$ cat config.mk
export PLATFORM = sky130hd
export DESIGN_NAME = dmem_load_unit_flat
export DESIGN_NICKNAME = d
export VERILOG_FILES = /design/src/rtl/dmem_load_unit_pkg.sv /design/src/rtl/dmem_load_unit_if.sv /design/src/rtl/dmem_load_unit_load_extract.sv /design/src/rtl/dmem_load_unit.sv /design/src/flat_wrapper.sv
export SDC_FILE = /design/constraint.sdc
export NUM_CORES = 1
export LEC_CHECK = 0
export CAP_MARGIN = 20
export CORE_ASPECT_RATIO = 0.8
export CORE_UTILIZATION = 30
export CTS_BUF_LIST = sky130_fd_sc_hd__clkbuf_4
export DETAILED_ROUTE_END_ITERATION = 16
export GPL_ROUTABILITY_DRIVEN = 0
export GPL_TIMING_DRIVEN = 0
export PLACE_DENSITY_LB_ADDON = 0.3
export SYNTH_ARGS = -nofsm -noshare
export SYNTH_HDL_FRONTEND = slang
export SYNTH_HIERARCHICAL = 1
export SYNTH_SLANG_ARGS = --single-unit
$ cat constraint.sdc
create_clock -name clk -period 2 [get_ports clk]
set_input_delay 0.4 -clock clk [delete_from_list [all_inputs] [get_ports clk]]
set_output_delay 0.4 -clock clk [all_outputs]
set_load 0.01 [all_outputs]
$ cat src/rtl/dmem_load_unit_pkg.sv
// Shared definitions for the DMEM load unit: funct3 load encodings,
// FSM state encoding and the word size in bytes.
// Optional feature macro: DMEM_LOAD_SPLIT_EN (adds ISSUE2/WAIT2 states).
package dmem_load_unit_pkg;

    localparam int WORD_BYTES = 4;

    localparam logic [2:0] F3_LB  = 3'b000;
    localparam logic [2:0] F3_LH  = 3'b001;
    localparam logic [2:0] F3_LW  = 3'b010;
    localparam logic [2:0] F3_LBU = 3'b100;
    localparam logic [2:0] F3_LHU = 3'b101;

    typedef enum logic [2:0] {
        IDLE   = 3'd0,
        ISSUE  = 3'd1,
        WAIT   = 3'd2,
        RESP   = 3'd3
`ifdef DMEM_LOAD_SPLIT_EN
        ,
        ISSUE2 = 3'd4,
        WAIT2  = 3'd5
`endif
    } state_t;

endpackage

$ cat src/rtl/dmem_load_unit_if.sv
// Bus bundle between the load unit (slave) and its environment (master):
// execute-stage request, DMEM read port and writeback response.
//
// Handshakes: a transfer happens on a rising clk edge where both valid and
// ready are high. The producer keeps valid and its payload stable until that
// edge; ready may change freely and never depends on valid in the same cycle.
interface dmem_load_unit_if #(
    parameter int bits            = 32,
    parameter int addr_width_DMEM = 10
);
    logic                       req_valid;
    logic                       req_ready;
    logic [bits-1:0]            req_addr;
    logic [2:0]                 req_funct3;
    logic                       mem_en;
    logic [addr_width_DMEM-3:0] mem_addr;
    logic [bits-1:0]            mem_rdata;
    logic                       resp_valid;
    logic                       resp_ready;
    logic [bits-1:0]            resp_data;
    logic                       resp_error;

    modport master (
        output req_valid, req_addr, req_funct3, mem_rdata, resp_ready,
        input  req_ready, mem_en, mem_addr, resp_valid, resp_data, resp_error
    );

    modport slave (
        input  req_valid, req_addr, req_funct3, mem_rdata, resp_ready,
        output req_ready, mem_en, mem_addr, resp_valid, resp_data, resp_error
    );
endinterface

$ cat src/rtl/dmem_load_unit_load_extract.sv
// Combinational byte/halfword/word selection and sign/zero extension of a
// DMEM word according to the load funct3 and the byte offset in the word.
module dmem_load_unit_load_extract
    import dmem_load_unit_pkg::*;
#(
    parameter int bits = 32
) (
    input  logic [bits-1:0] word,
    input  logic [1:0]      offset,
    input  logic [2:0]      funct3,
    output logic [bits-1:0] data
);
    logic [7:0]  byte_sel;
    logic [15:0] half_sel;

    // Pick the addressed byte/half, then extend according to the load type.
    always_comb begin
        byte_sel = word[{offset, 3'b000} +: 8];
        half_sel = word[{offset[1], 4'b0000} +: 16];
        data     = '0;
        case (funct3)
            F3_LB:   data = {{(bits-8){byte_sel[7]}}, byte_sel};
            F3_LBU:  data = {{(bits-8){1'b0}}, byte_sel};
            F3_LH:   data = {{(bits-16){half_sel[15]}}, half_sel};
            F3_LHU:  data = {{(bits-16){1'b0}}, half_sel};
            F3_LW:   data = word;
            default: data = '0;
        endcase
    end
endmodule

$ cat src/rtl/dmem_load_unit.sv
// DMEM load unit: accepts one load at a time, reads the word from a
// synchronous DMEM with MEM_LATENCY cycles of read latency, extracts and
// extends the result and hands it to writeback over a valid/ready handshake.
// Optional feature macro: DMEM_LOAD_SPLIT_EN (misaligned loads read two words).
module dmem_load_unit
    import dmem_load_unit_pkg::*;
#(
    parameter int bits            = 32,
    parameter int addr_width_DMEM = 10,
    parameter int MEM_LATENCY     = 1
) (
    input  logic              clk,
    input  logic              async_reset,
    dmem_load_unit_if.slave   bus,
    output state_t            state_dbg
);
    localparam int WA_W  = addr_width_DMEM - 2;
    localparam int OFF_W = $clog2(WORD_BYTES);
    localparam int CNT_W = 2;

    state_t            state_q, state_d;
    logic [OFF_W-1:0]  off_q;
    logic [2:0]        f3_q;
    logic [WA_W-1:0]   waddr_q;
    logic [CNT_W-1:0]  cnt_q;
    logic [bits-1:0]   data_q;
    logic              err_q;
    logic              accept, range_err, illegal, misaligned, req_err, cnt_zero;
    logic [bits-1:0]   ext_word, ext_data;
    logic [OFF_W-1:0]  ext_off;
`ifdef DMEM_LOAD_SPLIT_EN
    logic              split_q;
    logic [bits-1:0]   w0_q;
    logic [bits-1:0]   pair_low;
`endif

    assign accept    = (state_q == IDLE) && bus.req_valid;
    assign cnt_zero  = (cnt_q == '0);
    assign state_dbg = state_q;

    // Classify the incoming request: range, funct3 legality and alignment.
    always_comb begin
        range_err  = |bus.req_addr[bits-1:addr_width_DMEM];
        illegal    = 1'b0;
        misaligned = 1'b0;
        case (bus.req_funct3)
            F3_LB, F3_LBU: misaligned = 1'b0;
            F3_LH, F3_LHU: misaligned = bus.req_addr[0];
            F3_LW:         misaligned = |bus.req_addr[1:0];
            default:       illegal    = 1'b1;
        endcase
`ifdef DMEM_LOAD_SPLIT_EN
        // A split access is only illegal if the second word falls off the end.
        req_err = range_err | illegal | (misaligned & (&bus.req_addr[addr_width_DMEM-1:OFF_W]));
`else
        req_err = range_err | illegal | misaligned;
`endif
    end

    // Next-state logic of the load FSM.
    always_comb begin
        state_d = state_q;
        case (state_q)
            IDLE:  if (accept) state_d = req_err ? RESP : ISSUE;
            ISSUE: state_d = WAIT;
`ifdef DMEM_LOAD_SPLIT_EN
            WAIT:   if (cnt_zero) state_d = split_q ? ISSUE2 : RESP;
            ISSUE2: state_d = WAIT2;
            WAIT2:  if (cnt_zero) state_d = RESP;
`else
            WAIT:  if (cnt_zero) state_d = RESP;
`endif
            RESP:  if (bus.resp_ready) state_d = IDLE;
            default: state_d = IDLE;
        endcase
    end

    // Bus outputs decoded from the current state and the latched request.
    always_comb begin
        bus.req_ready  = (state_q == IDLE);
        bus.resp_valid = (state_q == RESP);
        bus.resp_data  = data_q;
        bus.resp_error = err_q;
        bus.mem_en     = 1'b0;
        bus.mem_addr   = '0;
        if (state_q == ISSUE) begin
            bus.mem_en   = 1'b1;
            bus.mem_addr = waddr_q;
        end
`ifdef DMEM_LOAD_SPLIT_EN
        if (state_q == ISSUE2) begin
            bus.mem_en   = 1'b1;
            bus.mem_addr = waddr_q + WA_W'(1);
        end
`endif
    end

    // Extractor input: raw word, or the low word of the shifted pair when split.
    always_comb begin
`ifdef DMEM_LOAD_SPLIT_EN
        pair_low = bits'({bus.mem_rdata, w0_q} >> {off_q, 3'b000});
        ext_word = split_q ? pair_low : bus.mem_rdata;
        ext_off  = split_q ? '0 : off_q;
`else
        ext_word = bus.mem_rdata;
        ext_off  = off_q;
`endif
    end

    dmem_load_unit_load_extract #(.bits(bits)) u_load_extract (
        .word   (ext_word),
        .offset (ext_off),
        .funct3 (f3_q),
        .data   (ext_data)
    );

    // State register, request latch, latency counter and result capture.
    always_ff @(posedge clk) begin
        if (async_reset) begin
            state_q <= IDLE;
            off_q   <= '0;
            f3_q    <= '0;
            waddr_q <= '0;
            cnt_q   <= '0;
            data_q  <= '0;
            err_q   <= 1'b0;
`ifdef DMEM_LOAD_SPLIT_EN
            split_q <= 1'b0;
            w0_q    <= '0;
`endif
        end else begin
            state_q <= state_d;
            if (accept) begin
                off_q   <= bus.req_addr[OFF_W-1:0];
                f3_q    <= bus.req_funct3;
                waddr_q <= bus.req_addr[addr_width_DMEM-1:OFF_W];
                err_q   <= req_err;
                data_q  <= '0;
`ifdef DMEM_LOAD_SPLIT_EN
                split_q <= misaligned;
`endif
            end
`ifdef DMEM_LOAD_SPLIT_EN
            if (state_q == ISSUE || state_q == ISSUE2)
                cnt_q <= CNT_W'(MEM_LATENCY - 1);
            else if ((state_q == WAIT || state_q == WAIT2) && !cnt_zero)
                cnt_q <= cnt_q - CNT_W'(1);
            if (state_q == WAIT && cnt_zero) begin
                if (split_q) w0_q <= bus.mem_rdata;
                else         data_q <= ext_data;
            end
            if (state_q == WAIT2 && cnt_zero)
                data_q <= ext_data;
`else
            if (state_q == ISSUE)
                cnt_q <= CNT_W'(MEM_LATENCY - 1);
            else if (state_q == WAIT && !cnt_zero)
                cnt_q <= cnt_q - CNT_W'(1);
            if (state_q == WAIT && cnt_zero)
                data_q <= ext_data;
`endif
        end
    end
endmodule

$ cat src/flat_wrapper.sv
// flat-port wrapper written by rule: the top's interface ports become plain ports
module dmem_load_unit_flat import dmem_load_unit_pkg::*;
#(
    parameter int bits            = 32,
    parameter int addr_width_DMEM = 10,
    parameter int MEM_LATENCY     = 1
)
  (clk, async_reset, state_dbg, bus_req_valid, bus_req_addr, bus_req_funct3, bus_mem_rdata, bus_resp_ready, bus_req_ready, bus_mem_en, bus_mem_addr, bus_resp_valid, bus_resp_data, bus_resp_error);
  dmem_load_unit_if #(.bits(bits), .addr_width_DMEM(addr_width_DMEM)) bus_i ();
  input  logic clk;
  input  logic async_reset;
  output state_t state_dbg;
  input wire logic [$bits(bus_i.req_valid)-1:0] bus_req_valid;
  input wire logic [$bits(bus_i.req_addr)-1:0] bus_req_addr;
  input wire logic [$bits(bus_i.req_funct3)-1:0] bus_req_funct3;
  input wire logic [$bits(bus_i.mem_rdata)-1:0] bus_mem_rdata;
  input wire logic [$bits(bus_i.resp_ready)-1:0] bus_resp_ready;
  output wire logic [$bits(bus_i.req_ready)-1:0] bus_req_ready;
  output wire logic [$bits(bus_i.mem_en)-1:0] bus_mem_en;
  output wire logic [$bits(bus_i.mem_addr)-1:0] bus_mem_addr;
  output wire logic [$bits(bus_i.resp_valid)-1:0] bus_resp_valid;
  output wire logic [$bits(bus_i.resp_data)-1:0] bus_resp_data;
  output wire logic [$bits(bus_i.resp_error)-1:0] bus_resp_error;
  assign bus_i.req_valid = bus_req_valid;
  assign bus_i.req_addr = bus_req_addr;
  assign bus_i.req_funct3 = bus_req_funct3;
  assign bus_i.mem_rdata = bus_mem_rdata;
  assign bus_i.resp_ready = bus_resp_ready;
  assign bus_req_ready = bus_i.req_ready;
  assign bus_mem_en = bus_i.mem_en;
  assign bus_mem_addr = bus_i.mem_addr;
  assign bus_resp_valid = bus_i.resp_valid;
  assign bus_resp_data = bus_i.resp_data;
  assign bus_resp_error = bus_i.resp_error;
  dmem_load_unit #(.bits(bits), .addr_width_DMEM(addr_width_DMEM), .MEM_LATENCY(MEM_LATENCY)) u_core (.clk(clk), .async_reset(async_reset), .bus(bus_i), .state_dbg(state_dbg));
endmodule
==> results.md <==
* Largest net degree at the start of global routing at 15
* Cell depth of the worst flop-to-flop path at 6
* Post-DP HPWL at around 7.0 mm
* Area delta synth->final at 48.3%
* H-Tree Depth at 2
* Hold_sp: async_reset
* Cells after Synth at 329
* Synth top area share at a little over a third
* RSZ-0062 raised after global routing: no
* Fill cells at between 800 and 900
* Busiest grt layer: met2
* Fin crit period at roughly 1900 ps
* Final hold vios at 0
* Post-synth cell types at 48
* Met2 GRT Util at about 28%
* Final Slew Violations at 0
* Hold-fix buffers, CTS at 0
* DIE WIDTH at 111 um
* Yosys reg bits at 50
* Cell area after synthesis at 0.00283 mm2
* Clock latency at the later pin of the worst-skew pair at ~350 ps
* Synth async-reset ratio at 0%
* Synthesized area per cell at 8.61 um2
* Fmax at about 0.52 GHz
* Layout Skew at 6.58 ps
* DR vias at about 2900
* R2R Setup Slk at approximately 150 ps
* Antenna violations before repair at 0
* Iter 0 DRT Violations at 181
* IO buf count at around 120
* Met3 Track Usage GR at 3.66%
* Number of max-cap violations at 0
* IO Count at 118
* VDD IR max at 429 uV
* Post-synth EDFFs at 0
* Pre-CTS setup slack at -232 ps
* Share of layout cells above drive strength 1 at between 10% and 20%
* Internal power at 2.73 mW
* Nets at roughly 530
* Wirelength, routed at 8.92 mm
* Main synth FF type: dfxtp_1
* Outcome: complete, no violations
* Final period util at 95.9%
* TritonCTS buffer count at 5
* Req. time, crit path at around 1600 ps
* Pleak at ~1.5 nW
* Detail Route Antenna Nets at 0
* Die ar. at 0.00984 mm2
* Crit Path Category: flip-flop to output port
* Final instance area at ~0.0042 mm2
* Diode count at 0
* Global route overflow at 0
* Hold path cells at 2
* Slew margin rel. at 52.8%
* Setup crit start kind: flip-flop
* Seq/Total Area, Yosys at 35.3%
* Site Rows at 31
* Logic pwr share at between 50 and 60%
* Die height at 88.9 um
* Hold Crit Class: input pin to flip-flop
* PD cells at 1080 mW/mm2
* WHS Endpoint: u_core/cnt_q[1]
* CP arrival at 1520 ps
* Setup-failing EPs final at 0
* Net Sw Frac at 39.8%
* Number of global-route vias before repair at roughly 2800
* Vias per inst at 5.16
* Root Driver: clkbuf_4
* Met1 Use GR at 25.4%
* Setup ws final at between 80 and 90 ps
* Syn nets at 405
* Tightest Pin Transition at 704 ps
* Total net switching power at between 1.5 and 2 mW
* Seq pwr share at 30.8%
* Clock tree buffer depth at 2
* Initial DRT Pass Iterations at 8
* Worst reg2reg endpoint: u_core/bus.resp_data[15]
* Warning count from the yosys run at 6
* Critical path endpoint category: output port
* Yosys top cell by area: dfxtp_1
* Synth area leaders: dfxtp_1, a22oi_1, nor2_1
* Max FO, Critical Path at 5
* Drt drc at 0
* Core ar. at 0.00911 mm2
* Total global-route track usage at between 10% and 20%
* Reg clk slew, reported paths at around 130 ps
* Clock Sinks at 50
* CTS tree: built
* First-pass GRT wire length at 13.9 mm
* Clk network pwr share at 9.9%
* Wirelength per Cell at around 16 um
* Initial Utilization at 31.1%
* Reg-to-reg startpoint: u_core/ext_off[0]
* DP Area at 0.00413 mm2
power by group through the flow:
stage               Clock [mW]  Combinational, mW  Sequential (mW)
floorplan                    0               1.60             1.46
global placement             0               2.59             1.40
detailed placement           0               2.63             1.40
CTS                      0.475               2.66             1.39
global route             0.522               2.89             1.43
finish                   0.451               2.68             1.40
layer usage:
layer / routed length [um] / vias to the layer above / share of wire [%]
met2: 4060 / 113 / 46
met5: 0 / - / 0
met4: 89 / 0 / 1.0
met1: 4110 / 1380 / 46
met3: 656 / 8 / 7.4
li1: - / 1434 / -
through the flow:
stage          setup TNS [ps]  std cells  util, %  hold WS (ps)  power [mW]
2_1_floorplan               0        329        -           432        3.06
3_5_place_dp            -3880        559     45.3           444        4.03
4_1_cts                     0        569     46.1           300        4.53
6_report                    0        569     46.1           304        4.53
3_3_place_gp            -3270        559     45.3           437        3.99
5_1_grt                     0        569     46.1           310        4.84
repair_timing:
action,4_1_cts,5_1_grt
setup buffers,2,0
endpoints found under the setup margin,10,1
resized for setup,15,1
final cells by class:
cell class                      instances  area, um2  share of cell area (%)
Clock inverter                          2       8.76                   0.208
Buffer                                 32        245                    5.83
Clock buffer                            6       45.0                    1.07
Inverter                                5       18.8                   0.446
Tap cell                              115        144                    3.42
Timing Repair Buffer                  117       1150                    27.4
Multi-Input combinational cell        242       1580                    37.7
Sequential cell                        50       1010                    23.9
registers in the layout (all words and copies together), names as in the netlist:
register,flops
u_core/waddr_q,8
u_core/state_dbg,2
u_core/bus.resp_data,32
u_core/cnt_q,2
u_core/bus.resp_error,1
u_core/ext_off,2
u_core/f3_q,3
layout by cell type, fill, tap and decap left out, drive strengths merged, types with 2 or more instances in the layout:
cell and n:
o211ai 16, ha 5, nor2 44, nor3 2, nand3 17, buf 26, mux2i 7, nor3b 3
a32oi 2, dfxtp 50, mux2 3, dlygate4sd2 9, nand2b 6, clkinv 2, a22oi 34, and2 11
o221ai 8, nand2 37, nor4 5, a221o 6, o21ai 5, nor2b 3, a21oi 14, clkdlybuf4s50 105
inv 5, nand3b 2, clkbuf 15
kinds of logic (layout without fill, tap and decap cells):
kind of cell / count (synthesis) / count (layout) / synth area share [%]
XOR/XNOR: 1 / 1 / 0.309
multiplexers: 10 / 10 / 3.66
AO/OA/AOI/OAI: 91 / 91 / 25.3
buffers and inverters: 37 / 162 / 9.32
other: 1 / 1 / 0.132
flip-flops: 50 / 50 / 35.3
adder cells (fa/ha/maj): 5 / 5 / 2.21
AND/OR/NAND/NOR: 134 / 134 / 23.7
synthesized netlist by cell type, types with 7 or more instances:
library cell,count
dfxtp_1,50
nor2_1,43
nand2_1,37
a22oi_1,27
nand3_1,17
o211ai_1,16
a21oi_1,14
and2_1,10
buf_6,10
clkbuf_1,8
o221ai_1,8
buf_2,7
mux2i_1,7
worst max-delay path: stages (launching register included):
cell,delay [ps]
dfxtp_4,400
ha_1,210
clkdlybuf4s50_1,550
worst max-delay path by stage:
stage	slack (ps)	cells past startpoint	from	end
6_report	80	2	u_core/state_dbg[0]	bus_resp_valid
5_1_grt	0.5	2	u_core/state_dbg[0]	bus_resp_valid
4_1_cts	40	2	u_core/state_dbg[0]	bus_resp_valid
3_5_place_dp	-230	7	bus_mem_rdata[23]	u_core/bus.resp_data[10]
3_3_place_gp	-220	7	bus_mem_rdata[23]	u_core/bus.resp_data[10]
2_1_floorplan	420	6	u_core/ext_off[0]	u_core/bus.resp_data[30]
Power figures use the tool's default switching activity.
